File: config.mk
export PLATFORM = sky130hd
export DESIGN_NAME = full_slt32
export DESIGN_NICKNAME = d
export VERILOG_FILES = /design/src/rtl/full_slt32_pkg.sv /design/src/rtl/full_slt32_slice.sv /design/src/rtl/full_slt32.sv
export SDC_FILE = /design/constraint.sdc
export NUM_CORES = 1
export LEC_CHECK = 0
export ABC_AREA = 1
export BUFFER_PORTS_ARGS = -buffer_cell sky130_fd_sc_hd__buf_2
export CAP_MARGIN = 20
export CORE_AREA = 5 5 68 70
export DETAILED_ROUTE_END_ITERATION = 10
export DIE_AREA = 0 0 73 75
export PLACE_DENSITY_LB_ADDON = 0.08
export SYNTH_ARGS = -nofsm -noshare
export SYNTH_HDL_FRONTEND = slang
export SYNTH_SLANG_ARGS = --single-unit
export TNS_END_PERCENT = 100
File: constraint.sdc
create_clock -name clk -period 8.4 [get_ports clk]
set_input_delay 1.26 -clock clk [delete_from_list [all_inputs] [get_ports clk]]
set_output_delay 1.26 -clock clk [all_outputs]
set_load 0.01 [all_outputs]
File: src/rtl/full_slt32_pkg.sv
// full_slt32_pkg: shared ALU word type, width and opcode constants.
package full_slt32_pkg;
  localparam int WORD_W = 32;
  typedef logic [WORD_W-1:0] word_t;
  typedef enum logic [3:0] {
    ALU_ADD = 4'd0,
    ALU_SUB = 4'd1,
    ALU_AND = 4'd2,
    ALU_OR  = 4'd3,
    ALU_XOR = 4'd4,
    ALU_SLT = 4'd5
  } alu_op_t;
  localparam alu_op_t ALU_OP_SLT = ALU_SLT;
endpackage

File: src/rtl/full_slt32_slice.sv
// slt_bit_slice: one-bit full adder on (a_i, ~b_i, cin) for the subtract chain.
module slt_bit_slice (
  input  logic a_i,
  input  logic b_i,
  input  logic cin,
  output logic sum_i,
  output logic cout
);
  logic nb;
  assign nb = ~b_i;
  assign sum_i = a_i ^ nb ^ cin;
  assign cout = (a_i & nb) | (cin & (a_i ^ nb));
endmodule

File: src/rtl/full_slt32.sv
// full_slt32: registered signed a<b via ripple a+~b+1 with overflow correction.
module full_slt32
  import full_slt32_pkg::*;
(
  input  logic  clk,
  input  logic  reset,
  input  word_t a,
  input  word_t b,
  output word_t slt
);
  word_t d;
  logic [WORD_W:0] c;
  logic v, lt;
  assign c[0] = 1'b1;
  for (genvar i = 0; i < WORD_W; i++) begin : g_slice
    slt_bit_slice u_slice (
      .a_i  (a[i]),
      .b_i  (b[i]),
      .cin  (c[i]),
      .sum_i(d[i]),
      .cout (c[i+1])
    );
  end
  // only the sign bit of the difference feeds the compare
  logic unused_d;
  assign unused_d = ^d[WORD_W-2:0];
  assign v = c[WORD_W-1] ^ c[WORD_W];
  assign lt = d[WORD_W-1] ^ v;
  always_ff @(posedge clk)
    slt <= reset ? '0 : {{(WORD_W-1){1'b0}}, lt};
endmodule

## Yosys cells after proc, flatten, opt, wreduce, memory -nomap -nowiden

Cells that the tools add are included.

- Output and inout bits: 32
- Flip-flop bits (word level): 32
- Word-level logic and storage cells: 164

- Bitwise logic cells: 162

Operators with widths:

| kind | number |
|---|---|
| 1-bit AND | 63 |
| 1-bit XOR | 35 |
| 1-bit inverter | 32 |
| 1-bit bitwise OR | 32 |

## Logic depth before layout (Yosys ltp)

- Word-level depth: 67
- Depth in mapped cells: 64

## Hierarchy

Synthesis repeated with hierarchy kept, for this count alone.

- Cells, all modules: 204
- Area total of the unflattened synthesis: 1421.4 sq um

Modules (own cells, without submodules):

| module | cells an instance | area an instance (sq um) | times used |
|---|---|---|---|
| slt_bit_slice | 5 | 35.0 | 32 |
| full_slt32 | 44 | 300.3 | 1 |

## Worst setup path after synthesis

OpenSTA, ideal clock, no wires.

- Kind: input -> register
- From: input port b[1]
- To: register slt[0]
- Setup time: 0.064 ns
- Slack: 3.836 ns
- Arrival: 4.500 ns
- Data required time: 8.336 ns
- Path buffers: 0
- Cell stages on the path: 64
- Cells stage by stage: inv_1 ha_1 nand2_1 nand2_1 nand2_1 nand2_1 nand2_1 nand2_1 nand2_1 nand2_1 nand2_1 nand2_1 nand2_1 nand2_1 nand2_1 nand2_1 nand2_1 nand2_1 [28 not listed] nand2_1 nand2_1 nand2_1 nand2_1 nand2_1 nand2_1 nand2_1 nand2_1 nand2_1 nand2_1 nand2_1 nand2_1 nand2_1 nand2_1 nand2_1 nand2_1 fa_1 nor2_1

- Word-level cells in the longest chain between the ends: 66

Ends and longest elaborated chain:

| item | line | text |
|---|---|---|
| start, declared | full_slt32.sv:8 | `input word_t b,` |
| 1-bit inverter (*) | full_slt32_slice.sv:10 | `assign nb = ~b_i;` |
| 1-bit XOR | - |  |
| 1-bit AND | full_slt32_slice.sv:12 | `assign cout = (a_i & nb) \| (cin & (a_i ^ nb));` |
| 1-bit bitwise OR (*) | full_slt32_slice.sv:12 |  |
| 1-bit AND (*) | full_slt32_slice.sv:12 |  |
| 1-bit bitwise OR (*) | full_slt32_slice.sv:12 |  |
| 1-bit AND (*) | full_slt32_slice.sv:12 |  |
| 1-bit bitwise OR (*) | full_slt32_slice.sv:12 |  |
| [50 not listed] | - |  |
| 1-bit AND (*) | full_slt32_slice.sv:12 |  |
| 1-bit bitwise OR (*) | full_slt32_slice.sv:12 |  |
| 1-bit AND (*) | full_slt32_slice.sv:12 |  |
| 1-bit bitwise OR (*) | full_slt32_slice.sv:12 |  |
| 1-bit AND | full_slt32_slice.sv:12 |  |
| 1-bit bitwise OR | full_slt32_slice.sv:12 |  |
| 1-bit XOR | full_slt32.sv:27 | `assign v = c[WORD_W-1] ^ c[WORD_W];` |
| 1-bit XOR (*) | full_slt32.sv:28 | `assign lt = d[WORD_W-1] ^ v;` |
| end signal, assigned | full_slt32.sv:30 | `slt <= reset ? '0 : {{(WORD_W-1){1'b0}}, lt};` |
| end, declared | full_slt32.sv:9 | `output word_t slt` |

Mark *: on every way between the ends. The rest lies on a longest branch, timed or not.
A chain may end at the register's enable or synchronous reset.

## Worst setup path in the final report

- From: input port a[1]
- To: register slt[0]

- Word-level cells in the longest chain between the ends: 65

Ends and longest elaborated chain:

| item | line | text |
|---|---|---|
| start, declared | full_slt32.sv:7 | `input word_t a,` |
| 1-bit XOR | - |  |
| 1-bit AND | full_slt32_slice.sv:12 |  |
| 1-bit bitwise OR (*) | full_slt32_slice.sv:12 |  |
| 1-bit AND (*) | full_slt32_slice.sv:12 |  |
| 1-bit bitwise OR (*) | full_slt32_slice.sv:12 |  |
| 1-bit AND (*) | full_slt32_slice.sv:12 |  |
| 1-bit bitwise OR (*) | full_slt32_slice.sv:12 |  |
| 1-bit AND (*) | full_slt32_slice.sv:12 |  |
| [49 not listed] | - |  |
| 1-bit AND (*) | full_slt32_slice.sv:12 |  |
| 1-bit bitwise OR (*) | full_slt32_slice.sv:12 |  |
| 1-bit AND (*) | full_slt32_slice.sv:12 |  |
| 1-bit bitwise OR (*) | full_slt32_slice.sv:12 |  |
| 1-bit AND | full_slt32_slice.sv:12 |  |
| 1-bit bitwise OR | full_slt32_slice.sv:12 |  |
| 1-bit XOR | full_slt32.sv:27 |  |
| 1-bit XOR (*) | full_slt32.sv:28 |  |

Marked as above.

==> run_results.csv <==
group,metric,value,unit
floorplan,pin_count,98,
worst_setup_path,startpoint_type,"input port",
global_routing,grt_first_pass_wirelength,3300,um
final_layout,fin_area,1390,um^2
floorplan,die-area,5480,um^2
yosys,synthArstFlopShare,0,%
worst_setup_path,timing.critical_path.buf_inv,1,
worst_setup_path,worst_path_largest_cell_delay,350,ps
worst_setup_path,slowest_stage,"fa_1",
final_layout,largest-register,"slt",
route,dr_total_vias,997,
timing,rsz0062_at_grt,"false",
power,clock_power_share,0,%
final_layout,final_nets,352,
yosys,synth_edf_count,0,
yosys,syn_inst,188,
job,max_cap_viol_count,0,
power,peakVddDrop,0.0108,mV
global_routing,antenna_found_initial,0,
worst_setup_path,critical-path-top-delay-family,"simple AND/OR/NAND/NOR gates",
power,p_int,29.9,uW
power,static-leakage-power,1.07,nW
timing,max_freq,201,MHz
clocking,post-cts-setup-buffers,0,
yosys,synth_commonest_cells,"inv_1, nand2_1, buf_4",
yosys,avgSynthCellArea,5.94,um^2
route,postRouteWirelength,2160,um
power,p_comb_share,90.7,%
clocking,cts-resized-gates,0,
timing,timing_hold_violations_final,0,
route,ant_nets,0,
global_routing,grt_overflow,0,
power,seqPwrFrac,9.3,%
final_layout,syn_to_final_growth,24.4,%
yosys,yosysWarnings,0,
worst_setup_path,worstSetupPathType,"in2reg",
worst_setup_path,cp_data_arrival_time,4900,ps
worst_setup_path,worstPathRequired,8330,ps
floorplan,core_area,3910,um^2
worst_setup_path,cp_common_cell,"nand2_1",
yosys,synth_top_area_share,33.6,%
timing,finalSetupTns,0,ps
yosys,synth_largest_area_cell,"ha_1",
route,wl_per_cell,7.11,um
placed_design,place.gp.congestion,0.696,
global_routing,grt_pass1_vias,861,
final_layout,final_util,35.5,%
route,drt_first_pass_iters,4,
floorplan,rows,23,
placed_design,dp_hpwl,2140,um
timing,hold_ws,1420,ps
final_layout,fillers,450,
final_layout,diodes,0,
timing,finalSetupViolations,0,
yosys,ys_seq_area_share,1.79,%
final_layout,reg_top3,"slt: 1 flops",
yosys,synth_area,1120,um^2
route,drtIter0Drc,13,
timing,maxSlewViolCount,0,
timing,finalCritPeriodShare,59.2,%
placed_design,port_buffers,66,
yosys,ys_ff_latch,1,
route,avgViaCountPerCell,3.29,
clocking,cts_hold_buf,0,
outcome,status,"finished clean",
yosys,synth_ff_type,"dfxtp_1",
yosys,synth_cell_types,8,
floorplan,start_util,28.5,%
power,p_sw,28.1,uW
final_layout,drive_gt1_share,26.1,%
placed_design,place_area,1390,um^2
worst_setup_path,critPathMaxFanout,1,
floorplan,die_h,75,um
final_layout,multiInputGateArea,744,um^2
power,power_density,41.7,nW/um^2
power,swShare,48.5,%
route,route.detailed.drc,0,
timing,min_period,4970,ps
worst_setup_path,critPathCaptureType,"flip-flop",
power,finalPower,57.9,uW
clocking,clk_pin_slew_worst_paths,0,ps
final_layout,regArea,20.0,um^2
yosys,synth_area_leaders,"ha_1, buf_4, inv_1",
floorplan,dieWidth,73,um
final_layout,largest_reg_flops,1,
global_routing,grt_max_degree,2,
yosys,synth_most_common_cell,"inv_1",
global_routing,grt_use_total,6.93,%
worst_hold_path,hold_path.class,"in2reg",
==> stage by stage <==
step	worst slack [ps]	std cells
floorplan	3840	218
global placement	3360	303
detailed placement	3350	303
CTS	3340	303
global route	2710	303
finish	3430	303
==> final timing paths <==
kind | start | end | slack (ps) | depth (start not counted)
setup / recovery | a[1] | slt[0] | 3430 | 64
hold / removal | reset | slt[0] | 1420 | 2
==> kinds of logic after synthesis <==
family | count (synthesis) | share of synthesized area (%)
fa+ha+maj | 31 | 35.4
buf+inv | 93 | 41.7
flops | 1 | 1.79
other cells | 1 | 0.336
simple gates | 62 | 20.8
==> power by group through the flow <==
stage,logic [mW],registers [mW],clock network (mW)
2_1_floorplan,0.0432,0.00558,0
5_1_grt,0.0639,0.00542,0
3_3_place_gp,0.0533,0.00535,0
6_report,0.0526,0.00536,0
4_1_cts,0.0535,0.00537,0
3_5_place_dp,0.0528,0.00541,0
==> final cells by class <==
class / instances / area share, %
flip-flops and latches: 1 / 1.44
inverters: 62 / 16.7
repair buffers: 66 / 23.8
well taps: 50 / 4.50
multi-input cells: 124 / 53.6
==> per-layer routing <==
layer	track usage, %	part of all wire, %
met1	10.2	42
met2	10.7	41
met3	1.87	16
met4	0	0
met5	0	0
==> layout by cell type, fill, tap and decap left out, drive strengths merged <==
master  synthesis  routed
buf            31      66
inv            62      62
nand2          61      61
conb            1      31
ha             30      30
nor2            1       1
fa              1       1
dfxtp           1       1
Power figures use the tool's default switching activity.
